[src/rtl/video_frame_stats.sv]
// Per-frame video statistics: active pixel/line counts, RGB sums and
// luma extremes, reported through a valid/ready port with drop tracking.
module video_frame_stats #(
    parameter int PIX_W  = 24,
    parameter int LINE_W = 12
) (
    input  logic              iClk,
    input  logic              iRstN,
    input  logic              iPixelSync,
    input  logic              iPixelStrobe,
    input  logic              iPixelActive,
    input  logic [7:0]        iDataRed,
    input  logic [7:0]        iDataGreen,
    input  logic [7:0]        iDataBlue,
    output logic              oStatsValid,
    input  logic              iStatsReady,
    output logic [PIX_W-1:0]  oPixelCount,
    output logic [LINE_W-1:0] oLineCount,
    output logic [31:0]       oSumRed,
    output logic [31:0]       oSumGreen,
    output logic [31:0]       oSumBlue,
    output logic [7:0]        oMinLuma,
    output logic [7:0]        oMaxLuma,
    output logic [15:0]       oFrameCount,
    output logic [7:0]        oDropCount
);

    typedef enum logic {
        WAIT_SYNC,
        ACCUM
    } state_t;

    state_t r_state;
    state_t w_state_nxt;

    logic              w_open;
    logic              w_close;
    logic              w_live;
    logic              w_qual;
    logic              w_take;
    logic              w_prev;
    logic              w_line_inc;
    logic              w_hold;
    logic              w_load;
    logic              w_drop;
    logic [10:0]       w_luma_sum;
    logic [7:0]        w_luma;

    logic [PIX_W-1:0]  r_pix;
    logic [LINE_W-1:0] r_lines;
    logic [31:0]       r_sum_r;
    logic [31:0]       r_sum_g;
    logic [31:0]       r_sum_b;
    logic [7:0]        r_min;
    logic [7:0]        r_max;
    logic              r_prev_act;
    logic [15:0]       r_frame_idx;

    logic [PIX_W-1:0]  w_pix_base;
    logic [LINE_W-1:0] w_line_base;
    logic [31:0]       w_sum_r_base;
    logic [31:0]       w_sum_g_base;
    logic [31:0]       w_sum_b_base;
    logic [7:0]        w_min_base;
    logic [7:0]        w_max_base;

    logic              r_valid;
    logic [PIX_W-1:0]  r_o_pix;
    logic [LINE_W-1:0] r_o_lines;
    logic [31:0]       r_o_sum_r;
    logic [31:0]       r_o_sum_g;
    logic [31:0]       r_o_sum_b;
    logic [7:0]        r_o_min;
    logic [7:0]        r_o_max;
    logic [15:0]       r_o_frame;
    logic [7:0]        r_drop;

    assign w_qual     = iPixelStrobe & iPixelActive;
    assign w_luma_sum = {2'b00, iDataRed, 1'b0}
                      + {1'b0, iDataGreen, 2'b00}
                      + {3'b000, iDataGreen}
                      + {3'b000, iDataBlue};
    assign w_luma     = w_luma_sum[10:3];

    always_ff @(posedge iClk or negedge iRstN) begin
        if (!iRstN) begin
            r_state <= WAIT_SYNC;
        end else begin
            r_state <= w_state_nxt;
        end
    end

    always_comb begin
        w_state_nxt = r_state;
        w_open      = 1'b0;
        w_close     = 1'b0;
        unique case (r_state)
            WAIT_SYNC: begin
                if (iPixelSync) begin
                    w_state_nxt = ACCUM;
                    w_open      = 1'b1;
                end
            end
            ACCUM: begin
                if (iPixelSync) begin
                    w_open  = 1'b1;
                    w_close = 1'b1;
                end
            end
        endcase
    end

    // A sync reloads the accumulators; the same-cycle pixel then lands
    // on the freshly reloaded values, i.e. in the new frame.
    assign w_live       = (r_state == ACCUM) || w_open;
    assign w_pix_base   = w_open ? '0 : r_pix;
    assign w_line_base  = w_open ? '0 : r_lines;
    assign w_sum_r_base = w_open ? 32'd0 : r_sum_r;
    assign w_sum_g_base = w_open ? 32'd0 : r_sum_g;
    assign w_sum_b_base = w_open ? 32'd0 : r_sum_b;
    assign w_min_base   = w_open ? 8'hFF : r_min;
    assign w_max_base   = w_open ? 8'h00 : r_max;
    assign w_prev       = w_open ? 1'b0 : r_prev_act;

    assign w_take     = w_live && w_qual && !(&w_pix_base);
    assign w_line_inc = w_live && w_qual && !w_prev && !(&w_line_base);

    always_ff @(posedge iClk or negedge iRstN) begin
        if (!iRstN) begin
            r_pix      <= '0;
            r_lines    <= '0;
            r_sum_r    <= 32'd0;
            r_sum_g    <= 32'd0;
            r_sum_b    <= 32'd0;
            r_min      <= 8'hFF;
            r_max      <= 8'h00;
            r_prev_act <= 1'b0;
        end else begin
            r_pix   <= w_take ? w_pix_base + 1'b1 : w_pix_base;
            r_lines <= w_line_inc ? w_line_base + 1'b1 : w_line_base;
            r_sum_r <= w_take ? w_sum_r_base + {24'd0, iDataRed}
                              : w_sum_r_base;
            r_sum_g <= w_take ? w_sum_g_base + {24'd0, iDataGreen}
                              : w_sum_g_base;
            r_sum_b <= w_take ? w_sum_b_base + {24'd0, iDataBlue}
                              : w_sum_b_base;
            r_min   <= (w_take && (w_luma < w_min_base)) ? w_luma
                                                         : w_min_base;
            r_max   <= (w_take && (w_luma > w_max_base)) ? w_luma
                                                         : w_max_base;
            if (!w_live) begin
                r_prev_act <= 1'b0;
            end else if (iPixelStrobe) begin
                r_prev_act <= iPixelActive;
            end else begin
                r_prev_act <= w_prev;
            end
        end
    end

    assign w_hold = r_valid && !iStatsReady;
    assign w_load = w_close && !w_hold;
    assign w_drop = w_close && w_hold;

    always_ff @(posedge iClk or negedge iRstN) begin
        if (!iRstN) begin
            r_valid     <= 1'b0;
            r_o_pix     <= '0;
            r_o_lines   <= '0;
            r_o_sum_r   <= 32'd0;
            r_o_sum_g   <= 32'd0;
            r_o_sum_b   <= 32'd0;
            r_o_min     <= 8'hFF;
            r_o_max     <= 8'h00;
            r_o_frame   <= 16'd0;
            r_frame_idx <= 16'd0;
            r_drop      <= 8'd0;
        end else begin
            if (w_close) begin
                r_frame_idx <= r_frame_idx + 16'd1;
            end
            if (w_load) begin
                r_valid   <= 1'b1;
                r_o_pix   <= r_pix;
                r_o_lines <= r_lines;
                r_o_sum_r <= r_sum_r;
                r_o_sum_g <= r_sum_g;
                r_o_sum_b <= r_sum_b;
                r_o_min   <= r_min;
                r_o_max   <= r_max;
                r_o_frame <= r_frame_idx;
            end else if (r_valid && iStatsReady) begin
                r_valid <= 1'b0;
            end
            if (w_drop && (r_drop != 8'hFF)) begin
                r_drop <= r_drop + 8'd1;
            end
        end
    end

    assign oStatsValid = r_valid;
    assign oPixelCount = r_o_pix;
    assign oLineCount  = r_o_lines;
    assign oSumRed     = r_o_sum_r;
    assign oSumGreen   = r_o_sum_g;
    assign oSumBlue    = r_o_sum_b;
    assign oMinLuma    = r_o_min;
    assign oMaxLuma    = r_o_max;
    assign oFrameCount = r_o_frame;
    assign oDropCount  = r_drop;

endmodule

[config.mk]
export PLATFORM = sky130hd
export DESIGN_NAME = video_frame_stats
export DESIGN_NICKNAME = d
export VERILOG_FILES = /design/src/rtl/video_frame_stats.sv
export SDC_FILE = /design/constraint.sdc
export NUM_CORES = 1
export LEC_CHECK = 0
export BUFFER_PORTS_ARGS = -buffer_cell sky130_fd_sc_hd__buf_2
export CORE_ASPECT_RATIO = 2
export CORE_UTILIZATION = 50
export CTS_BUF_LIST = sky130_fd_sc_hd__clkbuf_8
export DETAILED_ROUTE_END_ITERATION = 12
export PLACE_DENSITY_LB_ADDON = 0.3
export SETUP_SLACK_MARGIN = 0.1
export SLEW_MARGIN = 25
export SYNTH_ARGS = -nofsm -noshare
export SYNTH_HDL_FRONTEND = slang
export SYNTH_SLANG_ARGS = --single-unit
[constraint.sdc]
create_clock -name iClk -period 3.4 [get_ports iClk]
set_input_delay 0.51 -clock iClk [delete_from_list [all_inputs] [get_ports iClk]]
set_output_delay 0.51 -clock iClk [all_outputs]
set_load 0.02 [all_outputs]
==> metrics.txt <==
Max Clk Rate=238 MHz; nets=1,814; htree depth=2; maximum VDD drop=0.357 mV; full die area=33,300 um2; syn nets=1,510; post-DP HPWL=27,200 um; Arr. time, crit path=4.68 ns; R2R setup slack=0.40 ns; HP Class=in2async; adder-cell share of the synthesized area=0.0616; Top FF cell, synth=dfrtp_1; final cell count without fillers=2,180; Clock transition at path regs=0.06 ns; Num CTS Buffers=49; die height=257 um; crit end category=register; # rows=93; multiplexer share of the synthesized area=0.129; Slew Limit Fails=0; unrepaired setup endpoints after global routing=yes; largest net degree at the start of global routing=110; outcome=finished, violations left; max incr delay on CP=0.52 ns; CP top delay family=adder cells; Final Skew=0.0276 ns; io pins=203; first-pass GRT wire length=62,000 um; R2R cell count=10; complex-gate fraction of the synthesized area=0.0460; # port buffers=202; pre-CTS setup slack=-1.51 ns; largest family of logic cells by synthesized area=simple AND/OR/NAND/NOR gates; asr flop ratio synth=1.00; post-synthesis sequential area ratio=0.523; fin util=0.615; drt first pass iters=6; vias in the first global route=12,500; hold_ws=-0.0224 ns; fin crit share=1.24; area delta synth->final=21.5%; Post-synth EDFFs=0; Setup Viol. Count Final=16; total wire length=37,700 um; GRT Residual Overflow=0; number of antenna violations at the first check in global routing=1; Iteration-0 DRC Markers=479; Least-Margin Pin Slew=0.894 ns; Avg WL per Cell=17.3 um; Die Width=130 um; DRC violation count after routing=0; Startpoint Class=input port; CTS tree=built; Critical Path Fanout Max=2; Clock Tree Buf Depth=3; register bit count reported by yosys=339; Cell Chain, Critical Path=buf_8, inv_4, fa_1, inv_1, fa_1, and4_4, fa_2, a211o_1, a211o_1, a21oi_2, nor2_1, nor2_1, xor2_1, inv_1, ha_4, nand2_4, or4_4, nand3_4, mux2_4; Vias/cell=5.33; Avg Cell Area, Syn=11.5 um2; RR Startpoint=r_pix[0]; setup slack after layout=-0.807 ns; Final Critical Period=4.21 ns; clock sink count=339; Global Route Usage Sum=0.236; WP data required=3.87 ns; routed vias=11,600; Max stage delay cell, worst path=fa_1; Synth cell types=64; Post-Synthesis Cells=1,411; Crit Path Category=in2reg; Post-Synth XOR/XNOR Area=0.0727; antenna viol nets, final=0; setup_tns=-10.98 ns; post-synth design cell area=16,300 um2; share of cells above drive strength 1=0.345; # hold bufs at CTS=0; Skew-Pair Late Insertion Delay=0.60 ns; clock root cell=clkbuf_8; Starting Density=0.506; Buf/Inv on CP=4; synth warn=0; failing checks=hold timing, setup timing; Leak=9.88 nW; Power Density=546 nW/um2; final hold viol count=7; Worst slew margin=0.404; Synth Area in Simple Gates=0.140; core area=32,100 um2; GP Congestion=0.901; MaxCap Viol Count=0; Cells after DPL=2,082; reg2reg end=r_sum_r[31]
## layout make-up
cell class	count	area, um2
Tap cell	427	534
Fill cell	2655	12400
Clock inverter	26	196
Timing Repair Buffer	301	1930
Inverter	68	273
Clock buffer	62	853
Multi-Input combinational cell	956	7460
Sequential cell	339	8500
Antenna cell	1	2.50
## placed cells by master, fill, tap and decap left out, types with 16 or more instances in the layout
cell type	netlist	routed
dfrtp_1	323	323
buf_4	0	87
mux2i_1	16	16
nor3_1	28	28
nand2b_1	28	28
xor2_1	42	42
mux2_2	171	170
dfstp_2	16	16
fa_1	17	16
buf_2	5	198
nand3_1	36	36
nand2_1	92	91
a21oi_1	27	23
clkbuf_8	0	62
ha_1	52	47
xnor2_1	93	93
nand4_1	31	31
nor2b_1	40	40
o21ai_0	43	40
nor2_1	110	110
inv_1	68	77
## how the worst max path moves through the flow
stage / from / to / slack (ns) / cells after the start
3_5_place_dp: iDataRed[1] / r_max[0] / -1.51 / 19
6_report: iDataGreen[0] / r_max[0] / -0.81 / 19
5_1_grt: iDataGreen[0] / r_max[6] / -0.95 / 20
4_1_cts: iDataGreen[0] / r_max[0] / -0.70 / 19
2_1_floorplan: iDataRed[1] / r_max[0] / -1.28 / 18
3_3_place_gp: iDataRed[1] / r_max[0] / -1.46 / 19
## metrics by stage
| stage | total power (W) | instance area [um2] | hold slack (ns) |
|---|---|---|---|
| 2_1_floorplan | 0.00619 | 16300 | 0.214 |
| 3_3_place_gp | 0.00712 | 18500 | 0.464 |
| 3_5_place_dp | 0.00721 | 18500 | 0.474 |
| 4_1_cts | 0.0109 | 19700 | 0.0210 |
| 5_1_grt | 0.0113 | 19700 | 0.0453 |
| 6_report | 0.0108 | 19700 | -0.0224 |
## Yosys cell counts, types with 31 or more instances
master	number	area (um2)
clkbuf_1	42	158
dfrtp_1	323	8080
nor2_1	110	413
o21ai_0	43	215
xnor2_1	93	815
inv_1	68	255
nand3_1	36	180
nor2b_1	40	250
nand2_1	92	345
xor2_1	42	368
nand4_1	31	194
ha_1	52	651
mux2_2	171	1930
## worst register-to-register path, stage by stage (launching register included)
cell,delay [ns]
dfrtp_1,0.41
nor2b_1,0.24
ha_1,0.27
nand2_1,0.09
nor4_1,0.49
a31o_2,0.36
or3_1,0.43
nor3_1,0.12
buf_4,0.19
a211oi_1,0.21
a31o_2,0.13
## logic make-up after synthesis
| kind of cell | after synthesis |
|---|---|
| compound gates | 117 |
| xor+xnor | 135 |
| fa+ha+maj | 70 |
| buf+inv | 116 |
| flops | 339 |
| mux | 188 |
| simple gates | 446 |
## per-layer routing
layer / global-route usage / share of wire / vias up
met4: 0.160 / 0.070 / 0
met5: 0 / 0 / -
met2: 0.431 / 0.53 / 291
met1: 0.242 / 0.36 / 5744
met3: 0.0372 / 0.037 / 135
li1: - / - / 5446
## registers in the layout, indices dropped and copies added, names as in the netlist, 16 cells and up
signal,cells
r_sum_r,32
oFrameCount,16
r_sum_g,32
r_frame_idx,16
oPixelCount,24
oSumGreen,32
r_pix,24
oSumBlue,32
r_sum_b,32
oSumRed,32
## power by group
group	internal [W]	leakage [nW]	switching [W]
Sequential	0.00444	4.59	0.000246
Clock	0.00187	0.597	0.00158
Combinational	0.00123	4.70	0.00141
Total	0.00754	9.88	0.00324
## what timing repair did
item | in CTS | in global routing
endpoints found under the setup margin | 16 | 16
resized for setup | 26 | 5
setup buffers | 8 | 5
pin swaps | 20 | 10
Note: power is estimated with default switching activity, not from simulation.
